==> src/rtl/memory_access_stage_pkg.sv <==
`default_nettype none
// ============================================================================
//  Module   : memory_access_stage_pkg
//  Purpose  : Shared constants, opcodes and pipeline stage-state encoding.
//  Revision : 1.0
// ============================================================================
package memory_access_stage_pkg;

    localparam int          DEFAULT_WORD_LENGTH = 32;
    localparam logic [5:0]  OP_LD               = 6'h23;
    localparam logic [5:0]  OP_ST               = 6'h2B;

    typedef enum logic [1:0] {
        PH0  = 2'd0,
        PH1  = 2'd1,
        WAIT = 2'd2
    } stage_state_e;

    function automatic logic is_mem_op(input logic [5:0] op);
        return (op == OP_LD) || (op == OP_ST);
    endfunction

endpackage
`default_nettype wire

==> src/rtl/memory_access_stage_dcache_req_ctrl.sv <==
`default_nettype none
// ============================================================================
//  Module   : dcache_req_ctrl
//  Purpose  : Half-cycle FSM, data-cache req/ack handshake, stall and hold regs.
//  Revision : 1.0
// ============================================================================
module dcache_req_ctrl
    import memory_access_stage_pkg::*;
#(
    parameter int WORD_LENGTH = DEFAULT_WORD_LENGTH
) (
    input  logic                   clk,
    input  logic                   rst,
    input  logic                   issue_i,
    input  logic                   we_i,
    input  logic [WORD_LENGTH-1:0] adr_i,
    input  logic [WORD_LENGTH-1:0] wdata_i,
    input  logic                   dack_i,
    output logic                   latch_o,
    output logic                   complete_o,
    output logic                   enter_wait_o,
    output logic                   stall_o,
    output logic                   dreq_o,
    output logic                   dwe_o,
    output logic [WORD_LENGTH-1:0] dadr_o,
    output logic [WORD_LENGTH-1:0] dwdata_o
);

    stage_state_e            state_q, state_d;
    logic                    req_q;
    logic                    we_q;
    logic [WORD_LENGTH-1:0]  adr_q;
    logic [WORD_LENGTH-1:0]  wdata_q;

    // An ack is only meaningful while a request is outstanding.
    always_comb begin
        state_d    = state_q;
        complete_o = 1'b0;
        case (state_q)
            PH0: state_d = PH1;
            PH1: begin
                if (!req_q || dack_i) begin
                    complete_o = 1'b1;
                    state_d    = PH0;
                end else begin
                    state_d    = WAIT;
                end
            end
            WAIT: begin
                if (dack_i) begin
                    complete_o = 1'b1;
                    state_d    = PH0;
                end
            end
            default: state_d = PH0;
        endcase
    end

    always_ff @(posedge clk or posedge rst) begin
        if (rst) begin
            state_q <= PH0;
            req_q   <= 1'b0;
            we_q    <= 1'b0;
            adr_q   <= '0;
            wdata_q <= '0;
        end else begin
            state_q <= state_d;
            if (state_q == PH0) begin
                req_q   <= issue_i;
                we_q    <= issue_i & we_i;
                adr_q   <= issue_i ? adr_i   : '0;
                wdata_q <= issue_i ? wdata_i : '0;
            end else if (complete_o) begin
                req_q   <= 1'b0;
                we_q    <= 1'b0;
                adr_q   <= '0;
                wdata_q <= '0;
            end
        end
    end

    assign latch_o      = (state_q == PH0);
    assign stall_o      = (state_q == WAIT);
    assign enter_wait_o = (state_q == PH1) && (state_d == WAIT);
    assign dreq_o       = req_q;
    assign dwe_o        = we_q;
    assign dadr_o       = adr_q;
    assign dwdata_o     = wdata_q;

endmodule
`default_nettype wire

==> src/rtl/memory_access_stage.sv <==
`default_nettype none
// ============================================================================
//  Module   : memory_access_stage
//  Purpose  : LD/ST pipeline stage: EA adder, opcode decode, output registers.
//  Revision : 1.0
// ============================================================================
module memory_access_stage
    import memory_access_stage_pkg::*;
#(
    parameter int WORD_LENGTH = DEFAULT_WORD_LENGTH
) (
    input  logic                   clk,
    input  logic                   rst,
    input  logic                   inValid,
    input  logic [WORD_LENGTH-1:0] inPstate0,
    input  logic [WORD_LENGTH-1:0] inPstate1,
    input  logic [WORD_LENGTH-1:0] inInstr,
    input  logic [WORD_LENGTH-1:0] inValA,
    input  logic [WORD_LENGTH-1:0] inValB,
    input  logic [WORD_LENGTH-1:0] inValX,
    output logic                   outStall,
    output logic                   outValid,
    output logic [WORD_LENGTH-1:0] outPstate0,
    output logic [WORD_LENGTH-1:0] outPstate1,
    output logic [WORD_LENGTH-1:0] outInstr,
    output logic [WORD_LENGTH-1:0] outValA,
    output logic [WORD_LENGTH-1:0] outValB,
    output logic                   outTrap,
    output logic [3:0]             outBypassRegId,
    output logic [WORD_LENGTH-1:0] outBypassRegVal,
    output logic                   dReq,
    output logic                   dWe,
    output logic [WORD_LENGTH-1:0] dAdr,
    output logic [WORD_LENGTH-1:0] dWdata,
    input  logic [WORD_LENGTH-1:0] dRdata,
    input  logic                   dAck
);

    logic [WORD_LENGTH-1:0] w_ea;
    logic [5:0]             w_op;
    logic                   w_mem, w_is_ld, w_misal, w_issue;
    logic                   w_latch, w_complete, w_enter_wait;

    logic                   valid_q, ld_ok_q, trap_q;
    logic [WORD_LENGTH-1:0] pst0_q, pst1_q, instr_q, a_q, ea_q;

    assign w_ea    = inValB + inValX;
    assign w_op    = inInstr[31:26];
    assign w_mem   = inValid && is_mem_op(w_op);
    assign w_is_ld = inValid && (w_op == OP_LD);
    assign w_misal = |w_ea[1:0];
    assign w_issue = w_mem && !w_misal;

    dcache_req_ctrl #(
        .WORD_LENGTH (WORD_LENGTH)
    ) u_req_ctrl (
        .clk          (clk),
        .rst          (rst),
        .issue_i      (w_issue),
        .we_i         (w_op == OP_ST),
        .adr_i        (w_ea),
        .wdata_i      (inValA),
        .dack_i       (dAck),
        .latch_o      (w_latch),
        .complete_o   (w_complete),
        .enter_wait_o (w_enter_wait),
        .stall_o      (outStall),
        .dreq_o       (dReq),
        .dwe_o        (dWe),
        .dadr_o       (dAdr),
        .dwdata_o     (dWdata)
    );

    always_ff @(posedge clk or posedge rst) begin
        if (rst) begin
            valid_q <= 1'b0;
            ld_ok_q <= 1'b0;
            trap_q  <= 1'b0;
            pst0_q  <= '0;
            pst1_q  <= '0;
            instr_q <= '0;
            a_q     <= '0;
            ea_q    <= '0;
        end else if (w_latch) begin
            valid_q <= inValid;
            ld_ok_q <= w_is_ld && !w_misal;
            trap_q  <= w_mem && w_misal;
            pst0_q  <= inPstate0;
            pst1_q  <= inPstate1;
            instr_q <= inInstr;
            a_q     <= inValA;
            ea_q    <= w_ea;
        end
    end

    // Entering WAIT shows a bubble downstream until the access completes.
    always_ff @(posedge clk or posedge rst) begin
        if (rst) begin
            outValid        <= 1'b0;
            outPstate0      <= '0;
            outPstate1      <= '0;
            outInstr        <= '0;
            outValA         <= '0;
            outValB         <= '0;
            outTrap         <= 1'b0;
            outBypassRegId  <= '0;
            outBypassRegVal <= '0;
        end else if (w_complete) begin
            outValid        <= valid_q;
            outPstate0      <= pst0_q;
            outPstate1      <= pst1_q;
            outInstr        <= instr_q;
            outValA         <= ld_ok_q ? dRdata : a_q;
            outValB         <= ea_q;
            outTrap         <= trap_q;
            outBypassRegId  <= ld_ok_q ? instr_q[25:22] : 4'd0;
            outBypassRegVal <= ld_ok_q ? dRdata : '0;
        end else if (w_enter_wait) begin
            outValid        <= 1'b0;
        end
    end

endmodule
`default_nettype wire

==> config.mk <==
export PLATFORM = sky130hd
export DESIGN_NAME = memory_access_stage
export DESIGN_NICKNAME = d
export VERILOG_FILES = /design/src/rtl/memory_access_stage_pkg.sv /design/src/rtl/memory_access_stage_dcache_req_ctrl.sv /design/src/rtl/memory_access_stage.sv
export SDC_FILE = /design/constraint.sdc
export NUM_CORES = 1
export LEC_CHECK = 0
export BUFFER_PORTS_ARGS = -buffer_cell sky130_fd_sc_hd__buf_2
export CELL_PAD_IN_SITES_DETAIL_PLACEMENT = 1
export CELL_PAD_IN_SITES_GLOBAL_PLACEMENT = 2
export CORE_MARGIN = 5
export CORE_UTILIZATION = 38
export CTS_BUF_LIST = sky130_fd_sc_hd__clkbuf_8
export CTS_CLUSTER_SIZE = 12
export DETAILED_ROUTE_END_ITERATION = 6
export GPL_TIMING_DRIVEN = 0
export PLACE_DENSITY = 0.92
export REMOVE_ABC_BUFFERS = 1
export SLEW_MARGIN = 20
export SYNTH_ARGS = -nofsm -noshare
export SYNTH_HDL_FRONTEND = slang
export SYNTH_SLANG_ARGS = --single-unit
==> constraint.sdc <==
create_clock -name clk -period 37.5 [get_ports clk]
set_input_delay 9.375 -clock clk [delete_from_list [all_inputs] [get_ports clk]]
set_output_delay 9.375 -clock clk [all_outputs]
set_load 0.01 [all_outputs]
* Word-level counts from Yosys, hierarchy flattened *
Cells that the tools add are included.

cells by class
  bitwise gates (word level) = 1
  reductions and logical operators = 14
  shift-type cells = 0
  multipliers = 0
  equality and inequality tests = 5
  magnitude comparators = 0
  add/sub/neg operators = 1
  muxes and demuxes = 19
  divide/modulo/power cells = 0

operators by type and width
  cell                                                  number
  two-way mux 32 bit                                    7
  adder 32 bit                                          1
  equality test 6 bit (second input constant)           2
  two-way mux 1 bit                                     7
  logical AND 1 bit                                     6
  case mux 2 bit (3 select lines)                       1
  equality test 2 bit (second input constant)           2
  two-way mux 2 bit                                     2
  two-way mux 4 bit                                     1
  nonzero test 2 bit                                    2
  equality test 2 x 1 -> 1 bit (second input constant)  1
  logical NOT 1 bit                                     2
  logical NOT 2 bit                                     1
  logical OR 1 bit                                      2
  case mux 1 bit (2 select lines)                       1
  OR reduction 2 bit                                    1
  AND 1 bit                                             1

storage, ports and cells
  latch bits = 0
  memory bits (read-only) = 0
  memories kept = 0
  flip-flop bits (word level) = 429
  RAM bits = 0
  output and inout bits = 265
  logic and storage cells = 62
  input port bits = 228

* Longest topological paths before layout *
Gate-level depths: netlist (run 1).

  word-level depth = 8
  gate-level depth with buffers = 10

* By module *
Synthesis (run 1) repeated with hierarchy kept, for this count alone.

unflattened totals
  cell total of the unflattened synthesis = 1450
  area total of the unflattened synthesis = 18301.3 um^2

modules (own cells, without submodules)
  module               cells an instance  times used  area an instance (um^2)
  memory_access_stage  1214               1           15625.0
  dcache_req_ctrl      236                1           2676.3

* Least setup slack after synthesis (run 1) *
Ideal clock, no wire load.

  path type = input to register
  start point = input port inValB[0]
  end point = register ea_q[30]
  path slack = 25.940 ns
  data required time = 37.375 ns
  arrival = 11.436 ns
  stages = 10
  path through = ha_1 > inv_1 > fa_1 > nand2b_1 > a21o_1 > a2111o_1 > a31oi_4 > a41o_1 > xor2_1 > mux2_2

on the way
  longest elaborated chain between the ends = 1

RTL lines
  item                  RTL line                   RTL
  from (decl)           memory_access_stage.sv:19  input logic [WORD_LENGTH-1:0] inValB,
  adder 32 bit          memory_access_stage.sv:47  assign w_ea = inValB + inValX;
  to (signal assigned)  memory_access_stage.sv:92  ea_q <= w_ea;
  to (decl)             memory_access_stage.sv:45  logic [WORD_LENGTH-1:0] pst0_q, pst1_q, instr_q, a_q, ea_q;

No other way between the ends.
A chain may end at the register's enable or synchronous reset.

* Worst setup path in the final report (run 1) *
  start point = input port inValB[0]
  end point = register ea_q[26]

The elaborated chain is that of the path after synthesis.

==> flow_summary.json, run 1 <==
{
  "fmaxAchievable_mhz": 87.1,
  "final_max_slew_viol_count": 0,
  "layout-drive-gt1-share": 0.476,
  "rsz0062_at_grt": "false",
  "clock_latency_ns": 0.64,
  "maxCapViolCount": 0,
  "criticalPathCategory": "primary input to flop",
  "clkPwrFrac": 0.323,
  "rr_endpoint": "u_req_ctrl.dwdata_o[7]$_DFFE_PP0P_",
  "cp-end-kind": "flop",
  "avgSynthCellArea_um2": 13.1,
  "r2r_cells": 11,
  "pin_count": 493,
  "tightestPinTransition_ns": 0.738,
  "pre_cts_ws_ns": 25.30,
  "clock-sinks": 429,
  "utilization": 0.490,
  "startpoint": "inValB[0]",
  "ys_async_sr_fraction": 1.00,
  "fill_cells": 4997,
  "core_um2": 46400,
  "setup_viol": 0,
  "ys_ff_latch": 429,
  "synth_most_common_cell": "dfrtp_1",
  "setup_tns_ns": 0,
  "drc": 0,
  "start_util": 0.383,
  "grt_max_degree": 109,
  "synthDistinctLibCells": 59,
  "netlist_area_um2": 17800,
  "hp-class": "flop to flop",
  "skew_ns": 0.0217,
  "seqPwrFrac": 0.451,
  "antenna_found_initial": 18,
  "synth_seq_area_share": 0.604,
  "ctsRootBufferMaster": "clkbuf_8",
  "synthFlopType": "dfrtp_1",
  "grt-ovfl-total": 0,
  "critPathRequiredTime_ns": 38.07,
  "synth.area.top_cells": "dfrtp_1 60%, mux2_2 18%, nand2_1 3.1%",
  "cts_resized": 0,
  "routedWlPerCell_um": 21.7,
  "place_area_um2": 21200,
  "dieArea_um2": 51200,
  "reg2reg_from": "u_req_ctrl.state_q[1]$_DFF_PP0_",
  "outcome": "finished clean",
  "layout_min_cycle_time_ns": 11.48,
  "rows": 79,
  "holdBufCountCts": 0,
  "viasPerCell": 5.13,
  "switchingPower_mw": 0.398,
  "h-tree-depth": 3,
  "grt_pass1_vias": 14577,
  "dpl.hpwl_um": 40800,
  "grt_usage": 0.212,
  "fin_ws_ns": 26.02,
  "finalInstanceArea_um2": 22700,
  "slew_headroom": 0.507,
  "wirelength_um": 55500,
  "nNetsFinal": 2144,
  "dr.pass1.iters": 4,
  "min_period_over_period": 0.306,
  "hold_viol": 0,
  "crit_end": "ea_q[26]$_DFFE_PP0P_",
  "grt_pass1_wl_um": 85100,
  "ant_nets": 0,
  "swShare": 0.301,
  "hold_ws_ns": 0.472,
  "p_leak_nw": 10.9,
  "gp_congestion": 0.846,
  "ir_worst_vdd_uv": 49.1,
  "cellPowerDensity_nw_per_um2": 58.1,
  "drt_iter0_drc": 617,
  "area_growth_pct": 27.9,
  "die_w_um": 226,
  "path_clk_slew_ns": 0.06,
  "yosysWarnings": 0,
  "num_vias": 13120,
  "post-synth-top-area-cell": "dfrtp_1",
  "ys_top_cells_by_count": "429 x dfrtp_1, 281 x mux2_2, 147 x nand2_1",
  "cts_tree": "yes",
  "die_h_um": 226,
  "clk_path_buf_depth": 3,
  "crit_arrival_ns": 12.05,
  "cts_setup_buffers": 0,
  "p_comb_frac": 0.225,
  "synth_edf_count": 0,
  "synth_top_area_frac": 0.604,
  "intPower_mw": 0.924,
  "cts_made_buffers": 75,
  "synthCells": 1361,
  "io_buffers": 492,
  "reg2reg_slack_ns": 34.14,
  "startpoint_type": "primary input",
  "crit_fanout": 5
}
==> worst min-delay path by stage <==
stage / start / to / slack (ns) / depth (start not counted)
2_1_floorplan: trap_q$_DFFE_PP0P_ / trap_q$_DFFE_PP0P_ / 0.45 / 1
3_5_place_dp: u_req_ctrl.dadr_o[8]$_DFFE_PP0P_ / u_req_ctrl.dadr_o[8]$_DFFE_PP0P_ / 0.47 / 2
4_1_cts: outValA[27]$_DFFE_PP0P_ / outValA[27]$_DFFE_PP0P_ / 0.48 / 2
3_3_place_gp: outBypassRegVal[8]$_DFFE_PP0P_ / outBypassRegVal[8]$_DFFE_PP0P_ / 0.46 / 2
6_report: outBypassRegId[3]$_DFFE_PP0P_ / outBypassRegId[3]$_DFFE_PP0P_ / 0.47 / 2
5_1_grt: outValA[20]$_DFFE_PP0P_ / outValA[20]$_DFFE_PP0P_ / 0.50 / 2
==> per-stage QoR <==
step,total power [mW],instances
2_1_floorplan,0.771,1289
3_3_place_gp,0.900,2388
3_5_place_dp,0.904,2410
4_1_cts,1.34,2543
5_1_grt,1.39,2556
6_report,1.32,2558
==> critical path, cell delays in order <==
cell and delay (ns):
buf_2 0.08, ha_1 0.20, inv_1 0.08, fa_1 0.39, nand2b_1 0.19, a21o_1 0.25, a2111o_1 0.48, a31oi_4 0.26
a21oi_1 0.12, xnor2_1 0.37, mux2_2 0.24
==> final cells by class <==
type                       instances  area [um^2]  area share
antenna                           15         37.5     0.00165
clock buffer                      98         1350      0.0593
clock inverter                    35          169     0.00743
inverter                          15         63.8     0.00281
multi-input combinational        845         6690       0.294
sequential                       429        10700       0.472
tap                              607          759      0.0334
timing repair buffer             514         2920       0.129
==> cells by family (layout without fill, tap and decap cells) <==
family                   after synthesis  after routing  share of synthesized area
adder cells (fa/ha/maj)               36             36                     0.0258
multiplexers                         282            282                      0.179
XOR/XNOR                              29             29                     0.0143
other                                  0             15                          0
AND/OR/NAND/NOR                      218            218                     0.0518
AO/OA/AOI/OAI                        280            280                      0.104
flip-flops                           429            429                      0.604
buffers and inverters                 87            662                     0.0211
==> layout by cell type, fill, tap and decap left out, drive strengths merged, types with 3 or more instances in the layout <==
cell type / netlist / final
a21o: 5 / 5
nand2: 147 / 147
o21ai: 102 / 102
xnor2: 19 / 19
xor2: 10 / 10
clkinvlp: 0 / 4
and2: 3 / 3
a21oi: 47 / 47
a211oi: 5 / 5
a31oi: 3 / 3
nor3: 8 / 8
nand3: 9 / 9
clkbuf: 50 / 98
a21boi: 34 / 34
diode: 0 / 15
mux2: 281 / 281
o211ai: 7 / 7
clkinv: 0 / 9
buf: 22 / 514
nor2: 29 / 29
nand2b: 3 / 3
a22o: 55 / 55
ha: 35 / 35
inv: 15 / 37
a22oi: 4 / 4
dfrtp: 429 / 429
nand4: 9 / 9
or2: 3 / 3
a32o: 3 / 3
==> power by group through the flow <==
| stage | registers, mW | clock network [mW] | logic (mW) |
|---|---|---|---|
| floorplan | 0.625 | 0 | 0.146 |
| global placement | 0.598 | 0 | 0.302 |
| detailed placement | 0.604 | 0 | 0.301 |
| CTS | 0.597 | 0.441 | 0.303 |
| global route | 0.607 | 0.463 | 0.322 |
| finish | 0.596 | 0.427 | 0.298 |
==> metal layers <==
| metal | share of wire | global-route usage | routed length (um) |
|---|---|---|---|
| met1 | 0.39 | 0.254 | 21800 |
| met2 | 0.50 | 0.362 | 27900 |
| met3 | 0.071 | 0.0649 | 3920 |
| met4 | 0.033 | 0.0782 | 1840 |
| met5 | 0.0012 | 0 | 65 |
Note: power is estimated with default switching activity, not from simulation.
==> run 2, diff against run 1 <==
--- a/config.mk
+++ b/config.mk
@@ -5,16 +5,17 @@
 export SDC_FILE = /design/constraint.sdc
 export NUM_CORES = 1
 export LEC_CHECK = 0
+export ABC_AREA = 1
 export BUFFER_PORTS_ARGS = -buffer_cell sky130_fd_sc_hd__buf_2
 export CELL_PAD_IN_SITES_DETAIL_PLACEMENT = 1
 export CELL_PAD_IN_SITES_GLOBAL_PLACEMENT = 2
 export CORE_MARGIN = 5
-export CORE_UTILIZATION = 38
+export CORE_UTILIZATION = 29
 export CTS_BUF_LIST = sky130_fd_sc_hd__clkbuf_8
 export CTS_CLUSTER_SIZE = 12
 export DETAILED_ROUTE_END_ITERATION = 6
 export GPL_TIMING_DRIVEN = 0
-export PLACE_DENSITY = 0.92
+export PLACE_DENSITY = 0.84
 export REMOVE_ABC_BUFFERS = 1
 export SLEW_MARGIN = 20
 export SYNTH_ARGS = -nofsm -noshare
==> constraint.sdc (replaced) <==
create_clock -name clk -period 9.4 [get_ports clk]
set_input_delay 2.35 -clock clk [delete_from_list [all_inputs] [get_ports clk]]
set_output_delay 2.35 -clock clk [all_outputs]
set_load 0.01 [all_outputs]
==> run 2 against run 1 <==
Against the previous run:
- die area increased by 35%
- worst hold slack got worse by 0.0040 ns
- via count increased by 23%
- count of clock-buffer cells in the layout decreased by 3
- combinational power increased to 4.1 times the previous value
- sequential power increased to 4.0 times the previous value
- sequential share of layout area decreased by 1.8 points
- non-clock buffer count decreased by 6
- synthesized cell count increased by 60%
- critical path depth unchanged
- first-iteration DRC count increased by 32%
- final area increased by 3.9%
- largest cell class unchanged
==> flow_summary.json, run 2 <==
{
  "outcome": "finished clean",
  "synth.area.top_cells": "dfrtp_1 58%, nand2_1 14%, o21ai_0 6.9%",
  "routedWlPerCell_um": 17.6,
  "criticalPathCategory": "primary input to flop",
  "cts_made_buffers": 79,
  "grt_max_degree": 116,
  "grt_pass1_vias": 17511,
  "ys_top_cells_by_count": "692 x nand2_1, 429 x dfrtp_1, 265 x inv_1",
  "grt_use_met2": 0.325,
  "hold_ws_ns": 0.468,
  "dr.pass1.iters": 4,
  "final_common_cell": "nand2_1",
  "layout-drive-gt1-share": 0.246,
  "ir_worst_vdd_uv": 86.6,
  "fin_ws_ns": 4.87,
  "crit_chain": "buf_2 -> ha_1 -> inv_1 -> fa_1 -> inv_1 -> nor2_1 -> nand3_1 -> nor2_4 -> buf_16 -> inv_2 -> o21ai_0",
  "synth_edf_count": 0,
  "wirelength_um": 62900,
  "place_area_um2": 22100,
  "multi_input_area_um2": 6310,
  "grt_usage": 0.178,
  "dpl.hpwl_um": 46100,
  "tightestPinTransition_ns": 1.02,
  "critPathRequiredTime_ns": 9.95,
  "finalInstanceArea_um2": 23600,
  "cpMostUsedCell": "inv_1",
  "die_w_um": 263,
  "clk_path_buf_depth": 3,
  "yosysWarnings": 0,
  "worstHoldStart": "ea_q[8]$_DFFE_PP0P_",
  "crit_fanout": 41,
  "ctsRootBufferMaster": "clkbuf_8",
  "path_clk_slew_ns": 0.06,
  "start_util": 0.293,
  "startpoint": "inValB[0]",
  "drc": 0,
  "synth_seq_area_share": 0.580,
  "maxCapViolCount": 0,
  "met1_usage": 0.211,
  "hp-class": "flop to flop",
  "rsz0062_at_grt": "false",
  "final_max_slew_viol_count": 0,
  "p_leak_nw": 12.9,
  "skew_ns": 0.0333,
  "utilization": 0.374,
  "synthCells": 2174,
  "gp_congestion": 0.841,
  "antenna_found_initial": 5,
  "cp-end-kind": "flop",
  "synth_most_common_cell": "nand2_1",
  "setup_viol": 0,
  "min_period_over_period": 0.482,
  "drt_iter0_drc": 815,
  "final_cell_mix": "692 x nand2_1, 492 x buf_2, 428 x dfrtp_1",
  "cellPowerDensity_nw_per_um2": 227,
  "hold_viol": 0,
  "cts_setup_buffers": 0,
  "cts_resized": 0,
  "core_um2": 63200,
  "die_h_um": 263,
  "ant_nets": 0,
  "holdBufCountCts": 0,
  "synthDistinctLibCells": 38,
  "viasPerCell": 4.51,
  "synth_top_area_frac": 0.580,
  "nNetsFinal": 2933,
  "startpoint_type": "primary input",
  "h-tree-depth": 3,
  "rows": 92,
  "slowest_delay_ns": 0.51,
  "grt-busiest-layer": "met2",
  "cts_tree": "yes",
  "fill_cells": 7696,
  "grt-ovfl-total": 0,
  "slew_headroom": 0.316,
  "io_buffers": 492,
  "netlist_area_um2": 18500,
  "crit_arrival_ns": 5.09,
  "avgSynthCellArea_um2": 8.51,
  "regArea_um2": 10700,
  "clock-sinks": 429,
  "synthFlopType": "dfrtp_1",
  "layout_min_cycle_time_ns": 4.53,
  "fmaxAchievable_mhz": 221,
  "reg2reg_from": "u_req_ctrl.state_q[0]$_DFF_PP0_",
  "ys_ff_latch": 429,
  "grt_use_met3": 0.0321,
  "pin_count": 493,
  "setup_tns_ns": 0,
  "dieArea_um2": 69000,
  "ys_async_sr_fraction": 1.00,
  "pre_cts_ws_ns": 4.08,
  "clock_latency_ns": 0.66,
  "num_vias": 16100,
  "area_growth_pct": 27.6,
  "slowest_stage": "fa_1",
  "grt_pass1_wl_um": 98900,
  "post-synth-top-area-cell": "dfrtp_1"
}
[run 2: metal layers]
metal  up-vias  part of all wire
met5         -           0.00021
met4         2             0.024
met3        90             0.043
met2       351              0.52
met1      7904              0.41
li1       7753                 -
[run 2: worst max-delay path: cells and delay by family]
kind / cells / cell delay, ns
adder cells (fa/ha/maj): 2 / 0.74
buffers and inverters: 5 / 0.81
AND/OR/NAND/NOR: 3 / 0.83
AO/OA/AOI/OAI: 1 / 0.32
[run 2: worst paths after layout]
kind | to | slack (ns) | cells after the start
setup / recovery | u_req_ctrl.dwdata_o[4]$_DFFE_PP0P_ | 4.87 | 11
hold / removal | outValB[8]$_DFFE_PP0P_ | 0.47 | 2
setup reg to reg | u_req_ctrl.dwdata_o[4]$_DFFE_PP0P_ | 6.22 | 8
hold reg to reg | outValB[8]$_DFFE_PP0P_ | 0.47 | 2
max in group asynchronous | outPstate0[6]$_DFFE_PP0P_ | 6.19 | 4
min in group asynchronous | outPstate0[17]$_DFFE_PP0P_ | 1.77 | 2
[run 2: cell families after synthesis]
group                      count (synthesis)  share of synthesized area
AOI/OAI and AO/OA                        394                      0.109
xor gates and xnor gates                  11                    0.00561
adders and majority gates                 36                     0.0247
buffers and inverters                    374                     0.0809
DFF                                      429                      0.580
and+or+nand+nor                          930                      0.200
[run 2: layout make-up]
class	count	area share
Timing Repair Buffer	508	0.122
Multi-Input combinational cell	1371	0.267
Clock inverter	38	0.0104
Sequential cell	429	0.455
Antenna cell	4	0.000424
Tap cell	846	0.0448
Clock buffer	95	0.0554
Inverter	280	0.0452
[run 2: through the flow]
stage	power [mW]	std cells
after floorplan	3.04	2080
after global placement	3.61	3418
after detailed placement	3.65	3434
after CTS	5.48	3567
after global routing	5.71	3571
final	5.36	3571
[run 2: where the power goes]
| part | internal [mW] | switching (mW) |
|---|---|---|
| clock network | 0.951 | 0.818 |
| registers | 2.20 | 0.171 |
| logic | 0.443 | 0.780 |
==> run 3, diff against run 2 <==
--- a/config.mk
+++ b/config.mk
@@ -10,12 +10,12 @@
 export CELL_PAD_IN_SITES_DETAIL_PLACEMENT = 1
 export CELL_PAD_IN_SITES_GLOBAL_PLACEMENT = 2
 export CORE_MARGIN = 5
-export CORE_UTILIZATION = 29
+export CORE_UTILIZATION = 32
 export CTS_BUF_LIST = sky130_fd_sc_hd__clkbuf_8
 export CTS_CLUSTER_SIZE = 12
 export DETAILED_ROUTE_END_ITERATION = 6
 export GPL_TIMING_DRIVEN = 0
-export PLACE_DENSITY = 0.84
+export PLACE_DENSITY = 0.88
 export REMOVE_ABC_BUFFERS = 1
 export SLEW_MARGIN = 20
 export SYNTH_ARGS = -nofsm -noshare
==> constraint.sdc (replaced) <==
create_clock -name clk -period 4.45 [get_ports clk]
set_input_delay 1.1125 -clock clk [delete_from_list [all_inputs] [get_ports clk]]
set_output_delay 1.1125 -clock clk [all_outputs]
set_load 0.01 [all_outputs]
==> run 3 against run 2 <==
Against the previous run:
- via count is essentially flat
- total power rose by 110%
- clock power increased by 120%
- sequential share of layout area up 0.082 points
- critical path depth shrank 1
- non-clock buffer count unchanged
- routed wire length fell by 1.5%
- worst hold slack worse by 0.0011 ns
- final area fell by 0.18%
- clock skew grew 0.0029 ns
- critical endpoint is now u_req_ctrl.dwdata_o[1]$_DFFE_PP0P_
- largest cell class unchanged
==> flow_summary.json, run 3 (synthesis gave the netlist of run 2 again) <==
{
  "outcome": "finished clean",
  "grt-ovfl-total": 0,
  "clock-sinks": 429,
  "cts_tree": "yes",
  "final_cell_mix": "692 x nand2_1, 492 x buf_2, 428 x dfrtp_1",
  "crit_arrival_ns": 3.58,
  "hp-class": "flop to flop",
  "final_common_cell": "nand2_1",
  "holdBufCountCts": 0,
  "drt_iter0_drc": 658,
  "cp-end-kind": "flop",
  "ir_worst_vdd_uv": 290,
  "viasPerCell": 4.61,
  "setup_tns_ns": 0,
  "fmaxAchievable_mhz": 329,
  "cts_made_buffers": 81,
  "skew_ns": 0.0361,
  "total_power_mw": 11.5,
  "rows": 88,
  "tightestPinTransition_ns": 0.997,
  "rsz0062_at_grt": "false",
  "drc": 0,
  "grt_max_degree": 115,
  "dr.pass1.iters": 5,
  "die_h_um": 251,
  "maxCapViolCount": 0,
  "p_leak_nw": 13.0,
  "min_period_over_period": 0.682,
  "holdPathStages": 2,
  "clk_path_buf_depth": 3,
  "layout-drive-gt1-share": 0.247,
  "antenna_found_initial": 7,
  "finalInstanceArea_um2": 23600,
  "cts_setup_buffers": 0,
  "path_clk_slew_ns": 0.06,
  "worstHoldStart": "instr_q[23]$_DFFE_PP0P_",
  "dieArea_um2": 62800,
  "holdPathEnd": "instr_q[23]$_DFFE_PP0P_",
  "gp_congestion": 0.813,
  "h-tree-depth": 3,
  "setup_viol": 0,
  "rr_endpoint": "u_req_ctrl.dwdata_o[4]$_DFFE_PP0P_",
  "ctsRootBufferMaster": "clkbuf_8",
  "start_util": 0.322,
  "critPathRequiredTime_ns": 4.99,
  "place_area_um2": 21900,
  "core_um2": 57500,
  "pin_count": 493,
  "reg2reg_slack_ns": 1.45,
  "slew_headroom": 0.335,
  "grt_pass1_vias": 17514,
  "fill_cells": 7048,
  "ant_nets": 0,
  "num_vias": 16111,
  "layout_min_cycle_time_ns": 3.04,
  "startpoint_type": "primary input",
  "grt_pass1_wl_um": 97100,
  "reg2reg_from": "u_req_ctrl.state_q[1]$_DFF_PP0_",
  "die_w_um": 251,
  "io_buffers": 492,
  "nNetsFinal": 2935,
  "r2r_cells": 12,
  "clock_latency_ns": 0.65,
  "criticalPathCategory": "primary input to flop",
  "wirelength_um": 61900,
  "cellPowerDensity_nw_per_um2": 486,
  "utilization": 0.410,
  "grt_usage": 0.192,
  "hold_ws_ns": 0.467,
  "area_growth_pct": 27.4,
  "final_max_slew_viol_count": 0,
  "routedWlPerCell_um": 17.7,
  "hold_viol": 0,
  "cts_resized": 0,
  "crit_fanout": 41,
  "dpl.hpwl_um": 45500
}
==> run 3: changes by cell type in the layout (fill, tap and decap cells not counted), sizes merged <==
cell      change
clkbuf        +3
diode         +3
bufinv        +2
clkinvlp      -2
inv           -1
==> run 3: area by class of cell <==
cell class                      count  area [um^2]  area share
Clock buffer                       98         1350      0.0572
Sequential cell                   429        10700       0.455
Tap cell                          765          957      0.0406
Antenna cell                        7         17.5    0.000743
Multi-Input combinational cell   1371         6310       0.268
Inverter                          280         1070      0.0453
Timing Repair Buffer              508         2870       0.122
Clock inverter                     37          264      0.0112
==> run 3: worst max-delay path by stage <==
stage                                    start                            endpoint  slack, ns
2_1_floorplan                              rst                  a_q[0]$_DFFE_PP0P_      -8.61
3_3_place_gp                               rst          outPstate1[16]$_DFFE_PP0P_     -13.38
3_5_place_dp                         inValB[0]  u_req_ctrl.dwdata_o[1]$_DFFE_PP0P_       0.77
4_1_cts        u_req_ctrl.state_q[1]$_DFF_PP0_  u_req_ctrl.dwdata_o[4]$_DFFE_PP0P_       1.38
5_1_grt        u_req_ctrl.state_q[1]$_DFF_PP0_    u_req_ctrl.dadr_o[2]$_DFFE_PP0P_       1.18
6_report                             inValX[0]  u_req_ctrl.dwdata_o[1]$_DFFE_PP0P_       1.41
==> run 3: where the power goes <==
part / total [mW] / switching, mW / internal [mW]
Clock: 3.86 / 1.70 / 2.17
Sequential: 5.02 / 0.367 / 4.65
Combinational: 2.58 / 1.64 / 0.933
==> run 3: worst max-delay path, stage by stage <==
cell and delay [ns]:
buf_2 0.08, ha_1 0.22, inv_1 0.07, fa_1 0.49
inv_1 0.05, nor2_1 0.13, nand3_1 0.25, nor2_4 0.34
inv_2 0.44, o21ai_0 0.34
==> run 3: per-stage QoR <==
stage	setup slack, ns	std cells
after floorplan	-8.61	2080
after global placement	-13.38	3337
after detailed placement	0.770	3353
after CTS	1.38	3488
after global routing	1.18	3495
final	1.41	3495
==> run 3: metal layers <==
| layer | vias up | track usage | part of all wire |
|---|---|---|---|
| met5 | - | 0 | 0 |
| met4 | 0 | 0.0667 | 0.029 |
| met3 | 116 | 0.0410 | 0.047 |
| met2 | 362 | 0.344 | 0.51 |
| met1 | 7871 | 0.229 | 0.41 |
| li1 | 7762 | - | - |
